<file path="src/rtl/nibble_adder_arbiter.sv">
// Round-robin shared nibble adder: N_REQ requesters feed one registered W-bit adder.
// Latency: 1 cycle from request accept to rsp_valid; 1 result/cycle while rsp_ready=1.
// Backpressure: one-entry output register; req_ready drops to zero while it is full and not draining.
//
// Ports:
//   clk, rst_n            - clock (rising edge), asynchronous active-low reset
//   req_valid/req_ready   - per-requester handshake; req_ready is one-hot or zero
//   req_a, req_b          - packed operands, requester i at [i*W +: W]
//   rsp_valid/rsp_ready   - result handshake
//   rsp_id, rsp_sum       - owner of the result and the W+1-bit sum (MSB = carry)
//   carry_cnt             - saturating count of delivered results whose carry is set
module nibble_adder_arbiter #(
    parameter int N_REQ = 4,
    parameter int W     = 4,
    localparam int IDW  = (N_REQ > 1) ? $clog2(N_REQ) : 1
) (
    input  logic                 clk,
    input  logic                 rst_n,
    input  logic [N_REQ-1:0]     req_valid,
    input  logic [N_REQ*W-1:0]   req_a,
    input  logic [N_REQ*W-1:0]   req_b,
    output logic [N_REQ-1:0]     req_ready,
    output logic                 rsp_valid,
    input  logic                 rsp_ready,
    output logic [IDW-1:0]       rsp_id,
    output logic [W:0]           rsp_sum,
    output logic [7:0]           carry_cnt
);

    logic [IDW-1:0] rr_ptr;
    logic           can_accept;
    logic           found;
    logic [IDW-1:0] grant_id;
    logic           xfer;
    logic [W-1:0]   a_sel;
    logic [W-1:0]   b_sel;

    // The register can take a new result when empty or when it is being read this cycle.
    assign can_accept = !rsp_valid || rsp_ready;

    // Circular search for the first valid requester starting at rr_ptr.
    always_comb begin
        int             idx;
        logic [IDW-1:0] cand;
        found    = 1'b0;
        grant_id = '0;
        idx      = 0;
        cand     = '0;
        for (int k = 0; k < N_REQ; k++) begin
            idx = int'(rr_ptr) + k;
            if (idx >= N_REQ) begin
                idx = idx - N_REQ;
            end
            cand = IDW'(idx);
            if (!found && req_valid[cand]) begin
                found    = 1'b1;
                grant_id = cand;
            end
        end
    end

    // req_ready is only raised towards a requester that is already valid, so
    // a grant is always a transfer.
    assign xfer = can_accept && found;

    always_comb begin
        req_ready = '0;
        if (xfer) begin
            req_ready[grant_id] = 1'b1;
        end
    end

    assign a_sel = req_a[int'(grant_id)*W +: W];
    assign b_sel = req_b[int'(grant_id)*W +: W];

    always_ff @(posedge clk or negedge rst_n) begin
        if (!rst_n) begin
            rsp_valid <= 1'b0;
            rsp_id    <= '0;
            rsp_sum   <= '0;
            rr_ptr    <= '0;
        end else begin
            if (xfer) begin
                rsp_valid <= 1'b1;
                rsp_id    <= grant_id;
                rsp_sum   <= {1'b0, a_sel} + {1'b0, b_sel};
                rr_ptr    <= (grant_id == IDW'(N_REQ - 1)) ? '0 : grant_id + 1'b1;
            end else if (rsp_ready) begin
                // Drain without refill; id/sum keep their last values.
                rsp_valid <= 1'b0;
            end
        end
    end

    // Counts on the output handshake, so a result held under backpressure
    // is counted exactly once.
    always_ff @(posedge clk or negedge rst_n) begin
        if (!rst_n) begin
            carry_cnt <= '0;
        end else if (rsp_valid && rsp_ready && rsp_sum[W] && (carry_cnt != 8'hFF)) begin
            carry_cnt <= carry_cnt + 8'd1;
        end
    end

endmodule

</file>
<file path="config.mk">
export PLATFORM = sky130hd
export DESIGN_NAME = nibble_adder_arbiter
export DESIGN_NICKNAME = d
export VERILOG_FILES = /design/src/rtl/nibble_adder_arbiter.sv
export SDC_FILE = /design/constraint.sdc
export NUM_CORES = 1
export LEC_CHECK = 0
export ABC_CLOCK_PERIOD_IN_PS = 2710
export CORE_AREA = 2 2 61 63
export CTS_CLUSTER_SIZE = 14
export DETAILED_ROUTE_END_ITERATION = 7
export DIE_AREA = 0 0 63 65
export PLACE_DENSITY = 0.74
export SYNTH_ARGS = -nofsm -noshare
export SYNTH_HDL_FRONTEND = slang
export SYNTH_SLANG_ARGS = --single-unit
export TNS_END_PERCENT = 5
</file>
<file path="constraint.sdc">
create_clock -name clk -period 2.71 [get_ports clk]
set_input_delay 0.271 -clock clk [delete_from_list [all_inputs] [get_ports clk]]
set_output_delay 0.271 -clock clk [all_outputs]
set_load 0.01 [all_outputs]
</file>
**After elaboration in Yosys (flattened, before gate mapping)**

Cells that the tools add are included.

- Multiply operators: 0
- Reductions and logical operators: 14
- Shift operators: 2
- Magnitude comparators: 10
- Multiplexer cells: 26
- Bitwise gates (word level): 0
- Add/subtract/negate cells: 10
- Divide/modulo/power cells: 0
- Equality and inequality tests: 2

Operator list:

| kind | number |
|---|---|
| $shiftx A16 B5 Y4 | 2 |
| $mux W2 | 9 |
| $lt A2 B3 Y1 const B | 5 |
| $mux W1 | 11 |
| $ge A3 B3 Y1 const B | 3 |
| $add A8 B1 Y8 const B | 1 |
| $bmux W1 S2 | 4 |
| $logic_and A1 B1 Y1 | 8 |
| $ne A8 B8 Y1 const B | 1 |
| $sub A2 B1 Y2 const B | 4 |
| $add A2 B2 Y3 const B | 2 |
| $add A4 B4 Y5 | 1 |
| $logic_not A1 Y1 | 4 |
| $mux W4 | 1 |
| $add A2 B1 Y3 const B | 1 |
| $ge A2 B3 Y1 const B | 1 |
| $add A2 B1 Y2 const B | 1 |
| $demux W1 S2 | 1 |
| $eq A2 B2 Y1 const B | 1 |
| $ge A2 B1 Y1 const B | 1 |
| $reduce_bool A2 Y1 | 1 |
| $logic_or A1 B1 Y1 | 1 |

- Memories kept: 0
- Bits in writable memories: 0
- Register bits: 18
- Bits in latches: 0
- Input bits: 39
- Bits in read-only memories: 0

**Longest topological paths before layout**

Gate-level depths: netlist of the first run.

- Depth in word-level cells: 19
- Gate-level depth with buffers: 11
- Mapped depth without buffers: 10

**Worst setup path before layout of the first run**

No wires, ideal clock.

- Path type: flip-flop to flip-flop
- Start point: register rr_ptr[1]
- End point: register rsp_sum[3]
- Data required time: 2.585 ns
- Stages on the path, launching flop included: 12
- Period minus slack after synthesis: 2.488 ns
- Arrival: 2.363 ns
- Setup slack: 0.222 ns
- Setup time: 0.125 ns
- Path through: dfrtp_1 nor3b_2 a211oi_2 nor2_4 buf_12 mux2i_1 mux2i_1 ha_1 a21o_1 a21oi_1 xnor2_1 mux2_2

- Cells in the longest elaborated chain, start to end: 16

Ends and longest elaborated chain:

| item | RTL line | RTL |
|---|---|---|
| start: declaration | 30 | `logic [IDW-1:0] rr_ptr;` |
| start signal: assignment | 87 | `rr_ptr <= (grant_id == IDW'(N_REQ - 1)) ? '0 : grant_id + 1'b1;` |
| branches (longest 13 deep; another with $add A2 B1 Y3) | -- |  |
| $mux W2 (*) | 55 | `if (!found && req_valid[cand]) begin` |
| net grant_id[1] | 33 | `logic [IDW-1:0] grant_id;` |
| $shiftx A16 B5 Y4, on equally long branches | 73, 74 |  |
| $add A4 B4 Y5 (*) | 86 | `rsp_sum <= {1'b0, a_sel} + {1'b0, b_sel};` |
| end signal: assignment | 86 |  |
| end: declaration | 26 | `output logic [W:0] rsp_sum,` |

Mark *: on every way through the listed nets, which the timed path passes. The select of a mux whose other input is x is not followed.
A chain may end at the register's enable or synchronous reset.

**Final worst setup path of the first run**

- Start point: register rr_ptr[1]
- End point: output port req_ready[2]

- Cells in the longest elaborated chain, start to end: 19

Ends and longest elaborated chain:

| item | RTL line | RTL |
|---|---|---|
| branches (longest 18 deep; another with $add A2 B1 Y3) | -- |  |
| $mux W4 (*) | 68 | `if (xfer) begin` |
| end: declaration | 22 | `output logic [N_REQ-1:0] req_ready,` |

Mark *: on every way between the ends. The select of a mux whose other input is x is not followed.

==> results of run 1 <==
## cell type report
| class | count | area (um2) | share of cell area |
|---|---|---|---|
| clock buffer | 4 | 36.3 | 0.0174 |
| inverter | 4 | 15.0 | 0.00719 |
| multi-input combinational | 98 | 806 | 0.386 |
| sequential | 18 | 452 | 0.216 |
| tap | 48 | 60.1 | 0.0288 |
| timing repair buffer | 76 | 718 | 0.344 |
## synth_stat cells
library cell  count  area share
mux2_2            5       0.043
mux2i_1          25        0.19
a21boi_2          1      0.0086
nor2_1            8       0.023
a22o_1            1      0.0067
xor2_1            1      0.0067
a21boi_0          1      0.0058
o21ai_0           1      0.0038
buf_6             1      0.0086
dfrtp_1          18        0.35
a21oi_1           7       0.027
xnor2_1           5       0.034
nand2_1           4       0.012
a211oi_2          1      0.0096
and2_1            4       0.019
inv_1             4       0.012
clkbuf_1          1      0.0029
nand4_1           1      0.0048
o22ai_1           1      0.0048
a31oi_2           1      0.0096
and3_1            2      0.0096
o21a_1            2       0.012
ha_1              9       0.086
nor3b_2           1      0.0096
nand3_1           8       0.031
nor2_4            1      0.0086
nor3_1            2      0.0077
buf_12            1       0.015
nand2b_1          3       0.014
fa_1              1       0.015
a21o_1            2       0.012
## worst reg2reg max path: cells and delay by family, from the launching register on
family / cells / cell delay, ns
multiplexers: 3 / 0.58
buffers and inverters: 1 / 0.15
flip-flops: 1 / 0.43
adder cells (fa/ha/maj): 1 / 0.27
AND/OR/NAND/NOR: 2 / 0.28
XOR/XNOR: 1 / 0.08
AO/OA/AOI/OAI: 3 / 0.63
## per-stage QoR
stage	setup WS [ns]	total power, mW	TNS (ns)	cells	hold slack (ns)
floorplan	0.222	1.04	0	123	-0.0246
global placement	-0.0636	1.44	-0.153	238	0.494
detailed placement	-0.173	1.47	-0.404	238	0.498
CTS	0.00952	1.63	0	242	0.436
global route	-0.00663	1.80	-0.00663	248	0.475
finish	0.116	1.66	0	248	0.412
## flip-flops by register name, summed over array words and instances, names as in the netlist
register   flops
carry_cnt      8
rr_ptr         2
rsp_valid      1
rsp_id         2
rsp_sum        5
## kinds of logic (layout without fill, tap and decap cells)
family	after synthesis	after routing
AO/OA/AOI/OAI	18	18
XOR/XNOR	6	6
adder cells (fa/ha/maj)	10	10
buffers and inverters	7	84
flip-flops	18	18
multiplexers	30	30
AND/OR/NAND/NOR	34	34
## power by group
group          switching (mW)  internal (mW)  leakage (nW)
Clock                  0.0784         0.0820        0.0210
Sequential             0.0947          0.375         0.215
Combinational           0.419          0.614         0.699
Total                   0.592           1.07         0.935
## worst paths after layout
| path | to | start | cells past startpoint |
|---|---|---|---|
| max in group asynchronous | rr_ptr[1] | rst_n | 1 |
| max | req_ready[2] | rr_ptr[1] | 9 |
| min in group clk | rsp_valid | req_valid[3] | 4 |
| min | carry_cnt[4] | rst_n | 1 |
| max reg2reg | rsp_sum[3] | rr_ptr[0] | 11 |
| min reg2reg | rsp_sum[1] | rsp_sum[1] | 1 |
## metal layers
metal | track usage | vias up | share of wire
met5 | 0 | - | 0
met4 | 0.0333 | 0 | 0.0082
met3 | 0.0295 | 4 | 0.028
met2 | 0.310 | 16 | 0.54
met1 | 0.189 | 555 | 0.43
li1 | - | 595 | -
## repair_timing
action                     in CTS  in global routing
hold buffers                    0                  0
pin swaps                       0                  1
cloned                          0                  0
buffers inserted                0                  6
setup endpoints to repair       2                  5
gates resized for setup         1                  3
==> metrics.txt, run 1 <==
CTS HTree Levels 1; Max clock buf depth 2; status finished, final reports clean; most frequent CP cell buf_4; residual DRC count 0; drt first pass iters 4; Die Y 65 um; # IOs 59; vias 1170; die area 4100 um2; count of unique library cells instantiated by Yosys 31; # rows 22; final period utilization 0.957; CTS tree built; Synth Instances 123; routability cong. 0.792; leakage 0.935 nW; largest family of logic cells by synthesized area multiplexers; measured slew at the worst slew-check pin 0.750 ns; Max Slew Vio Count 0; largest net degree at the start of global routing 19; 1st-iter DRT viols 31; crit end category primary output; number of fill cells 312; Slew HR 0.499; I/O Buffers 58; Worst-path clk slew ~0.10 ns; Util after Layout 0.597; most frequent cells in the layout 57 x clkdlybuf4s50_1, 25 x mux2i_1, 18 x buf_4; Root Driver clkbuf_4; post-synthesis sequential area ratio 0.346; CP Launch Type flip-flop; CP Buf/Inv Count 5; antenna cells 0; Area Overhead vs Synth 60.2%; Initial Utilization 0.373; crit path kind reg -> out; Power Dens Cells 797 nW/um2; fmax 385 MHz; Arr. time, crit path 2.32 ns; Worst Path Max Fanout 6; layout cell share with drive strength beyond 1 0.170; flop2flop setup slack 0.19 ns; #FFs+latches synth 18; clock latency at the later pin of the worst-skew pair approximately 0.29 ns; final hold violation count 0; TritonCTS buffer count 3; clk_skew 0.00353 ns; Max-Cap Viols 0; Compound-Gate Fraction of Synth Area 0.0989; Synth Area in Simple Gates 0.139; Synth Area in XOR/XNOR 0.0403; crit-path cells buf_4, mux2i_1, a21oi_1, buf_4, buf_4, inv_1, ha_1, and2_1, clkdlybuf4s50_1; Finished Cell Area about 2100 um2; worst path required time 2.44 ns; Syn Area/Cell ~11 um2; Peak supply drop 0.514 mV; Core Region 3500 um2; Final min period 2.59 ns; DRT Wirelength 3.18 mm; post-synthesis instance area 1300 um2; die width 63 um; first-pass GRT wire length 5.36 mm; post-synthesis adder-cell area fraction 0.102; YS warnings 0; post-route ant nets 0; Nets 250; mux share of post-synthesis cell area 0.235; WL/cell 12.8 um; vias in the first global route 1192; syn nets about 170; GRT Util Overall 0.163; cell family with most CP delay buffers and inverters; Sink Count 18; via/cell ratio between 4 and 5; commonest non-fill, non-tap cell in the layout clkdlybuf4s50_1; gr ovfl total 0; Critical-path top delay cell clkdlybuf4s50_1; Post-DP Area around 2000 um2; antenna violations before repair 0; DPL Wire Length 2.61 mm; Setup-failing EPs final 0; worst hold path class in -> async; slowest stage delay, CP between 0.4 and 0.5 ns
Power figures use the tool's default switching activity.
==> run 2, diff against run 1 <==
- CORE_AREA: 2 2 61 63 -> 10 10 75 65
- DIE_AREA: 0 0 63 65 -> 0 0 85 75
- GPL_TIMING_DRIVEN: default -> 1
- PLACE_DENSITY: 0.74 -> 0.75
==> metrics.txt, run 2 (same netlist as run 1, synthesis figures left out) <==
routability cong. 0.806; CTS Hold Buffers Added 0; vias in the first global route between 1000 and 1500; Sink Count 18; setup slack at placement -0.230 ns; Largest register FFs 8; flop2flop setup slack 0.18 ns; drt first pass iters 4; Die Y 75 um; TritonCTS buffer count 3; largest net degree at the start of global routing 19; clock latency at the later pin of the worst-skew pair 0.25 ns; Multi-input gate area about 810 um2; number of fill cells 263; GRT Util Overall 0.116; # rows 19; measured slew at the worst slew-check pin 0.764 ns; worst r2r path cells 11; post-route ant nets 0; unrepaired setup endpoints after global routing no; Finished Cell Area 2090 um2; 1st-iter DRT viols 29; via/cell ratio around 5; largest registers carry_cnt (8), rsp_sum (5); DRT Wirelength 3.70 mm; antenna cells 0; Peak supply drop 0.492 mV; fmax 392 MHz; worst hold margin ~0.47 ns; Core Region 3350 um2; final hold violation count 0; Util after Layout 0.623; layout cell share with drive strength beyond 1 0.152; crit end category primary output; CTS HTree Levels 1; total power 1.72 mW; Max clock buf depth 2; Max-Cap Viols 0; Max Slew Vio Count 0; Worst Path Max Fanout 5; die width 85 um; clk_skew roughly 0.0017 ns; I/O Buffers 58; commonest non-fill, non-tap cell in the layout clkdlybuf4s50_1; residual DRC count 0; vias 1169; leakage about 0.93 nW; worst path required time 2.44 ns; Worst-path clk slew ~0.060 ns; Slew HR 0.489; crit path kind reg -> out; Nets 247; Arr. time, crit path 2.28 ns; # IOs 59; status finished, final reports clean; Root Driver clkbuf_8; Initial Utilization 0.389; die area between 6000 and 7000 um2; Sequential Area ~450 um2; Area Overhead vs Synth 60.2%; CTS tree built; Most flops, register carry_cnt; post-route setup slack roughly 0.16 ns; Post-DP Area ~2000 um2; final period utilization 0.940; DPL Wire Length between 3 and 4 mm; Power Dens Cells 823 nW/um2; WL/cell 15.5 um; worst hold path class in -> async; antenna violations before repair 0; most frequent cells in the layout 57 x clkdlybuf4s50_1, 25 x mux2i_1, 18 x dfrtp_1; R2R Path Start rr_ptr[0]; CP Launch Type flip-flop; R2R Path End rsp_sum[2]; first-pass GRT wire length 6.04 mm; Setup-failing EPs final 0; Final min period ~2.5 ns; gr ovfl total 0
run 2: cell count changes in the layout (fill, tap and decap cells not counted):
cell | previous run | this run
buf_4 | 18 | 14
clkbuf_8 | 1 | 4
buf_12 | 0 | 1
dfrtp_1 | 17 | 18
dfrtp_2 | 1 | 0
clkbuf_4 | 3 | 0
run 2: final cells by class:
class	instances	area share
inverters	4	0.00719
multi-input cells	98	0.386
well taps	42	0.0252
clock buffers	4	0.0264
flip-flops and latches	18	0.216
repair buffers	73	0.339
run 2: how the worst max path moves through the flow:
stage	start	endpoint	cells after the start
floorplan	rr_ptr[1]	rsp_sum[3]	11
detailed placement	req_valid[1]	rsp_sum[3]	11
global placement	req_valid[1]	rsp_sum[4]	11
global route	rr_ptr[1]	req_ready[0]	10
finish	rr_ptr[1]	req_ready[0]	10
CTS	req_valid[1]	rsp_sum[3]	11
run 2: stage by stage:
step           instances  TNS, ns
2_1_floorplan        123        0
3_3_place_gp         231   -0.301
3_5_place_dp         231   -0.671
4_1_cts              235        0
5_1_grt              239        0
6_report             239        0
run 2: routing by layer:
metal,up-vias,GRT usage,part of all wire
met3,9,0.0280,0.039
met2,22,0.218,0.54
met1,552,0.119,0.39
li1,586,-,-
met4,0,0.0620,0.024
met5,-,0,0
run 2: critical path: stages, from the launching register on:
cell	delay (ns)
dfrtp_1	0.44
inv_1	0.10
a21boi_2	0.15
o22ai_1	0.08
a21oi_1	0.13
buf_4	0.15
buf_4	0.13
inv_1	0.06
ha_1	0.18
and2_1	0.13
clkdlybuf4s50_1	0.47
run 2: where the power goes:
part           internal, mW  switching [mW]
Sequential            0.375          0.0986
Clock                 0.129          0.0852
Combinational         0.609           0.422
Total                  1.11           0.605
run 2: timing repair:
item	in CTS	in global routing
setup buffers	0	4
endpoints found under the setup margin	1	7
pin swaps	0	2
resized for setup	1	2
